File: config.mk
export PLATFORM = sky130hd
export DESIGN_NAME = fifo_wr_arb
export DESIGN_NICKNAME = d
export VERILOG_FILES = /design/src/rtl/fifo_arb_pkg.sv /design/src/rtl/rr_pick.sv /design/src/rtl/fifo_wr_arb.sv
export SDC_FILE = /design/constraint.sdc
export NUM_CORES = 1
export LEC_CHECK = 0
export CORE_MARGIN = 4
export CORE_UTILIZATION = 43
export DETAILED_ROUTE_END_ITERATION = 6
export GPL_ROUTABILITY_DRIVEN = 0
export PLACE_DENSITY_LB_ADDON = 0.1
export SLEW_MARGIN = 5
export SYNTH_ARGS = -nofsm -noshare
export SYNTH_HDL_FRONTEND = slang
export SYNTH_SLANG_ARGS = --single-unit
File: constraint.sdc
create_clock -name clk -period 1.93 [get_ports clk]
set_input_delay 0.2895 -clock clk [delete_from_list [all_inputs] [get_ports clk]]
set_output_delay 0.2895 -clock clk [all_outputs]
set_load 0.02 [all_outputs]
File: src/rtl/fifo_arb_pkg.sv
// Shared defaults and types for the FIFO write arbiter.
package fifo_arb_pkg;

  localparam int NUM_REQ_DEF   = 4;
  localparam int DATA_W_DEF    = 4;
  localparam int BURST_MAX_DEF = 2;

  typedef enum logic {
    IDLE  = 1'b0,
    GRANT = 1'b1
  } arb_state_t;

  typedef logic [3:0] beat_cnt_t;

endpackage

File: src/rtl/rr_pick.sv
// Combinational round-robin picker: first set bit of req at or after start, wrapping.
module rr_pick #(
  parameter int N  = 4,
  parameter int IW = (N > 1) ? $clog2(N) : 1
) (
  input  logic [N-1:0]  req,
  input  logic [IW-1:0] start,
  output logic          found,
  output logic [IW-1:0] idx
);

  logic [IW:0]   sum;
  logic [IW-1:0] cand;

  always_comb begin
    // NOTE: every output and temporary gets a default before the loop so no latch is inferred.
    found = 1'b0;
    idx   = '0;
    sum   = '0;
    cand  = '0;
    // Walk offsets from farthest to nearest so the nearest hit overwrites the others.
    for (int i = N - 1; i >= 0; i--) begin
      sum = {1'b0, start} + (IW + 1)'(i);
      if (sum >= (IW + 1)'(N)) sum = sum - (IW + 1)'(N);
      cand = sum[IW-1:0];
      if (req[cand]) begin
        found = 1'b1;
        idx   = cand;
      end
    end
  end

endmodule

File: src/rtl/fifo_wr_arb.sv
// Round-robin burst arbiter feeding one downstream FIFO write port.
// Define FIFO_ARB_STATS_EN to add saturating per-requester beat counters on stat_beats.
module fifo_wr_arb
  import fifo_arb_pkg::*;
#(
  parameter int NUM_REQ   = NUM_REQ_DEF,
  parameter int DATA_W    = DATA_W_DEF,
  parameter int BURST_MAX = BURST_MAX_DEF
) (
  input  logic                         clk,
  input  logic                         rst,
  input  logic [NUM_REQ-1:0]           req_valid,
  input  logic [NUM_REQ*DATA_W-1:0]    req_data,
  output logic [NUM_REQ-1:0]           req_ready,
  input  logic                         fifo_full,
  output logic                         write_en,
  output logic [DATA_W-1:0]            write_data,
`ifdef FIFO_ARB_STATS_EN
  output logic [NUM_REQ*8-1:0]         stat_beats,
`endif
  output logic                         grant_valid,
  output logic [$clog2(NUM_REQ)-1:0]   grant_id
);

  localparam int        ID_W       = $clog2(NUM_REQ);
  localparam beat_cnt_t BURST_LAST = beat_cnt_t'(BURST_MAX);

  arb_state_t        state;
  logic [ID_W-1:0]   rr_ptr;
  beat_cnt_t         beat_cnt;
  beat_cnt_t         beat_next;
  logic [ID_W-1:0]   next_ptr;
  logic              pick_found;
  logic [ID_W-1:0]   pick_idx;
  logic              owner_valid;
  logic              beat;
  logic [DATA_W-1:0] req_slice [NUM_REQ];

  for (genvar g = 0; g < NUM_REQ; g++) begin : g_slice
    assign req_slice[g] = req_data[g*DATA_W +: DATA_W];
  end

  rr_pick #(.N(NUM_REQ), .IW(ID_W)) u_pick (
    .req   (req_valid),
    .start (rr_ptr),
    .found (pick_found),
    .idx   (pick_idx)
  );

  // rst gates the beat so a reset cycle never writes, even mid-burst.
  assign owner_valid = req_valid[grant_id];
  assign beat        = grant_valid & owner_valid & ~fifo_full & ~rst;
  assign beat_next   = beat_cnt + beat_cnt_t'(1);
  assign next_ptr    = (grant_id == ID_W'(NUM_REQ - 1)) ? '0 : grant_id + ID_W'(1);

  always_comb begin
    req_ready  = '0;
    write_en   = beat;
    write_data = '0;
    if (beat) begin
      req_ready[grant_id] = 1'b1;
      write_data          = req_slice[grant_id];
    end
  end

  always_ff @(posedge clk) begin
    // NOTE: state registers use non-blocking assignments so every flop samples pre-edge values.
    if (rst) begin
      state       <= IDLE;
      rr_ptr      <= '0;
      beat_cnt    <= '0;
      grant_id    <= '0;
      grant_valid <= 1'b0;
    end else begin
      case (state)
        IDLE: begin
          if (pick_found) begin
            state       <= GRANT;
            grant_id    <= pick_idx;
            grant_valid <= 1'b1;
            beat_cnt    <= '0;
          end
        end
        GRANT: begin
          // A dropped request ends the grant even while the FIFO is full.
          if (!owner_valid || (beat && beat_next == BURST_LAST)) begin
            state       <= IDLE;
            grant_valid <= 1'b0;
            beat_cnt    <= '0;
            rr_ptr      <= next_ptr;
          end else if (beat) begin
            beat_cnt <= beat_next;
          end
        end
        default: begin
          state       <= IDLE;
          grant_valid <= 1'b0;
        end
      endcase
    end
  end

`ifdef FIFO_ARB_STATS_EN
  logic [7:0] stat_cnt [NUM_REQ];

  always_ff @(posedge clk) begin
    // NOTE: these counters are a handful of flops, not a RAM, so a reset loop over them is fine.
    if (rst) begin
      for (int i = 0; i < NUM_REQ; i++) stat_cnt[i] <= '0;
    end else if (beat && stat_cnt[grant_id] != 8'hFF) begin
      stat_cnt[grant_id] <= stat_cnt[grant_id] + 8'd1;
    end
  end

  for (genvar g = 0; g < NUM_REQ; g++) begin : g_stat
    assign stat_beats[g*8 +: 8] = stat_cnt[g];
  end
`endif

endmodule
# Word level (Yosys, flattened, before mapping)
# Cells that the tools add are included.
# totals
ff_bits	10
inputBits	23
# op_classes
order_cmp	11
n_addsub	9
n_reduce_logical	8
eq_ne	5
n_mux	40
bitwise_logic	7
# ops
cell	count
4-bit two-way mux	7
2-bit two-way mux	9
2-bit by 3-bit less-than comparator with 1-bit output, second input constant	5
1-bit two-way mux	14
3-bit greater-or-equal comparator, second input constant	4
1-bit binary-select mux with 2-bit select	5
4-bit binary-select mux with 2-bit select	1
4-bit one-hot mux with 2 select lines	1
2-bit AND reduction	4
2-bit by 1-bit subtractor with 2-bit output, second input constant	4
2-bit by 2-bit adder with 3-bit output, second input constant	2
4-bit by 1-bit adder with 4-bit output, second input constant	1
4-bit by 2-bit equality test with 1-bit output, second input constant	1
1-bit one-hot mux with 2 select lines	2
2-bit by 1-bit adder with 3-bit output, second input constant	1
1-bit bitwise AND	3
2-bit by 3-bit greater-or-equal comparator with 1-bit output, second input constant	1
3-bit by 1-bit inequality test with 1-bit output, second input constant	1
1-bit NOT	3
2-bit NOT with 3-bit output	1
2-bit by 1-bit adder with 2-bit output, second input constant	1
1-bit demux with 2-bit select	1
2-bit equality test, second input constant	1
2-bit by 1-bit greater-or-equal comparator with 1-bit output, second input constant	1
other kinds (5)	6

# Depth between registers and ports, before layout
# Gate-level depths: netlist of the first run.
# depth
depth_word	11
depth_mapped	5
mapped_depth_nobuf	5

# Cells and area by module
# Synthesis of the first run repeated with hierarchy kept, for this count alone.
# unflattened
hier_cells	107
area_unflattened_um2	870.8
# modules_own_cells
module	area_per_inst_um2	cells_each	instances
fifo_wr_arb	793.3	94	1
rr_pick	77.6	13	1

# Worst setup path before layout of the first run
# Ideal clock, no wire load.
# synth_timing
kind	flip-flop to output port
start	reg grant_id[0]
end	out write_data[0]
path_stages_with_launch	6
n_path_buf	1
slack_ns	-0.028
arrival_ns	1.669
required_time_ns	1.640
cell_sequence	dfxtp_1 buf_4 inv_1 mux2_2 nor2_2 and2_1
# synth_between
elab_chain_cells	6
# synth_lines
item	line_no	rtl
start, declared	fifo_wr_arb.sv:22	output logic [$clog2(NUM_REQ)-1:0] grant_id
start signal, assigned	fifo_wr_arb.sv:79	grant_id <= pick_idx;
1-bit binary-select mux with 2-bit select	fifo_wr_arb.sv:51	assign owner_valid = req_valid[grant_id];
1-bit two-way mux (implied by the code)	fifo_wr_arb.sv:51	
1-bit bitwise AND (3 in series)	fifo_wr_arb.sv:52	assign beat = grant_valid & owner_valid & ~fifo_full & ~rst;
named net write_en	fifo_wr_arb.sv:16	output logic write_en,
4-bit two-way mux	fifo_wr_arb.sv:60	if (beat) begin
end, declared	fifo_wr_arb.sv:17	output logic [DATA_W-1:0] write_data,
# The timed path passes the listed nets, and every way through them passes these cells. The select of a mux whose other input is x is not followed.

# Worst setup path after layout of the first run
# layout_timing
start	reg grant_id[0]
end	out write_data[2]
# layout_between
elab_chain_cells	6
# layout_lines
item	line_no
1-bit binary-select mux with 2-bit select	fifo_wr_arb.sv:51
1-bit two-way mux (implied by the code)	fifo_wr_arb.sv:51
1-bit bitwise AND (3 in series)	fifo_wr_arb.sv:52
4-bit two-way mux (*)	fifo_wr_arb.sv:60
# Mark *: on every way between the ends. The rest lies on a longest branch, timed or not. The select of a mux whose other input is x is not followed.

==> impl_metrics.ini, run 1 <==
[run_status]
status = complete, no violations

[yosys]
ys_warn_count = 0
avgSynthCellArea_sq_um = 9.00
synth_cells = 98
synth_area_leaders = dfxtp_1 (23%), mux4_2 (10%), ha_1 (8.5%)
ys_seq_elements = 10
synth_area_sq_um = 882
ys_seq_area_share_pct = 22.7
synth_cell_type_count = 40
yosys.area.top_type = dfxtp_1
synth_nets = 127
yosysTopAreaCellShare_pct = 22.7

[global_routing]
antenna_found_initial = 0
grt_usage_pct = 18.5
grt_max_degree = 13
grt_remaining_overflow = 0
grt_pass1_wl_mm = 3.83
grt_pass1_vias = 890

[clock_tree]
cts_tree = built
cts-buffers-inserted = 3
insertion_delay_ps = 280
cts_sinks = 10
cts.clk_slew.worst_paths_ps = 80
hold_buffers = 0
clockRootBuffer = clkbuf_4
cts_buffer_depth = 2
h-tree-depth = 1

[sta]
report.final.hold_viol_count = 0
setup_ws_ps = 48.4
max_freq_mhz = 531
drv_slew = 0
setup_violations = 0
tightest_slew_ps = 379
rsz0062_at_grt = no
fin_skew_ps = 7.13
post-route-period-util_pct = 97.5
period_needed_ps = 1880
max-slew-margin-rel_pct = 74.6

[place]
port_buffers = 34
dp_slack_ps = -511
detailed_place_hpwl_mm = 2.02

[die]
dieWidth_microns = 53.3
fp.dieArea_sq_mm = 0.00284
die_h_microns = 53.3
start_util_pct = 45.0
ios = 35
coreArea_sq_mm = 0.00196
num_rows = 16

[setup_path]
crit_type = reg2out
cp_data_required_time_ps = 1640
startpoint_type = register
endpoint_kind = primary output
cp_data_arrival_time_ps = 1590
r2r_end = rr_ptr[0]$_SDFFE_PP0P_
crit_start = grant_id[0]$_SDFFE_PP0P_
rrSetupSlack_ps = 370
critPathCapture = write_data[2]
r2r_cells = 5
worstPathMaxFanout = 5
timing.rr.start = beat_cnt[0]$_SDFFE_PP0P_

[power]
vdd_drop_max_mv = 0.502
power.density_mw_per_mm2 = 478
leakage_nw = 0.602
power_mw = 0.679

[drt]
drtAntennaViolNets = 0
drc_errors = 0
vias_per_cell = 5.17
drtIter0Drc = 18
wl_per_cell_microns = 14.4
drt_wl_total_mm = 2.55
first_pass_iters = 5
num_vias = 915

[finish]
final_core_util_pct = 72.5
mostFrequentLayoutCells = clkdlybuf4s50_1 (21), buf_4 (21), nand2_1 (9), dfxtp_1 (8), inv_1 (7)
n_antenna_cell = 0
area_growth_pct = 61.3
drive_above_1_share_pct = 31.3
nets = 180

[job]
cap_violations = 0

[hold_path]
min_path_type = reg2reg
min_path_cells = 2
-- worst min-delay path by stage --
stage	start	slack (ps)	endpoint
6_report	beat_cnt[1]$_SDFFE_PP0P_	500	beat_cnt[1]$_SDFFE_PP0P_
5_1_grt	beat_cnt[3]$_SDFFE_PP0P_	550	beat_cnt[3]$_SDFFE_PP0P_
4_1_cts	beat_cnt[1]$_SDFFE_PP0P_	510	beat_cnt[1]$_SDFFE_PP0P_
3_5_place_dp	beat_cnt[1]$_SDFFE_PP0P_	500	beat_cnt[1]$_SDFFE_PP0P_
3_3_place_gp	beat_cnt[1]$_SDFFE_PP0P_	490	beat_cnt[1]$_SDFFE_PP0P_
2_1_floorplan	beat_cnt[1]$_SDFFE_PP0P_	470	beat_cnt[1]$_SDFFE_PP0P_
-- cells in the mapped netlist, drive strengths merged --
library cell / instances
dfxtp: 10
nand2: 9
and2: 8
inv: 7
nor2: 7
ha: 6
a21oi: 5
mux2i: 5
mux4: 4
buf: 3
nand3: 3
nor3: 3
mux2: 2
nand2b: 2
nor3b: 2
o2111ai: 2
o22ai: 2
o2bb2ai: 2
or4: 2
xnor2: 2
a211o: 1
a22o: 1
a31oi: 1
nand3b: 1
nand4: 1
nand4b: 1
nor2b: 1
nor4: 1
nor4b: 1
o21a: 1
o221ai: 1
o22a: 1
-- flip-flops by register name, summed over array words and instances, names as in the netlist --
signal / count
rr_ptr: 2
grant_id: 2
grant_valid: 1
state: 1
beat_cnt: 4
-- power by group --
group / leakage [nW] / switching [mW] / internal, mW
sequential: 0.0826 / 0.0174 / 0.220
combinational: 0.499 / 0.102 / 0.142
clock: 0.0210 / 0.0840 / 0.115
-- worst max-delay path, cell delays in order, from the launching register on --
cell and delay [ps]:
dfxtp_2 380, buf_12 130, mux4_2 490, and2_1 170, buf_4 150
-- logic make-up after synthesis --
group,synth area share [%]
DFF,22.7
and+or+nand+nor,27.8
adders and majority gates,8.51
muxes,18.9
AOI/OAI and AO/OA,14.5
xor gates and xnor gates,1.99
buffers and inverters,5.67
-- routing by layer --
| metal | share of wire, % | wire (microns) | GRT usage, % |
|---|---|---|---|
| met4 | 1.6 | 41 | 8.51 |
| met3 | 4.0 | 103 | 1.97 |
| met1 | 44 | 1120 | 20.4 |
| met2 | 50 | 1290 | 34.5 |
| met5 | 0 | 0 | 0 |
-- final cells by class --
cell class | count | area (sq um)
Timing Repair Buffer | 50 | 459
Sequential cell | 10 | 203
Clock buffer | 4 | 36.3
Inverter | 7 | 26.3
Multi-Input combinational cell | 79 | 664
Tap cell | 27 | 33.8
Fill cell | 159 | 539
-- what timing repair did --
action | in CTS | in global routing
pin swaps | 1 | 1
resized for setup | 41 | 12
setup buffers | 0 | 0
setup endpoints to repair | 9 | 9
gates cloned | 1 | 0
-- per-stage QoR --
stage                     cells  area (sq um)  hold slack [ps]  TNS (ps)
after floorplan              98           887              469         0
after global placement      172          1370              490     -4010
after detailed placement    172          1370              499     -4530
after CTS                   177          1390              509         0
after global routing        177          1420              546         0
final                       177          1420              504         0
Power figures use the tool's default switching activity.
==> run 2: changes to the inputs <==
--- a/config.mk
+++ b/config.mk
@@ -7,6 +7,7 @@
 export LEC_CHECK = 0
 export CORE_MARGIN = 4
 export CORE_UTILIZATION = 43
+export CTS_CLUSTER_DIAMETER = 80
 export DETAILED_ROUTE_END_ITERATION = 6
 export GPL_ROUTABILITY_DRIVEN = 0
 export PLACE_DENSITY_LB_ADDON = 0.1
==> results of run 2 <==
Final layout, timing and power as in run 1 (identical DEF).
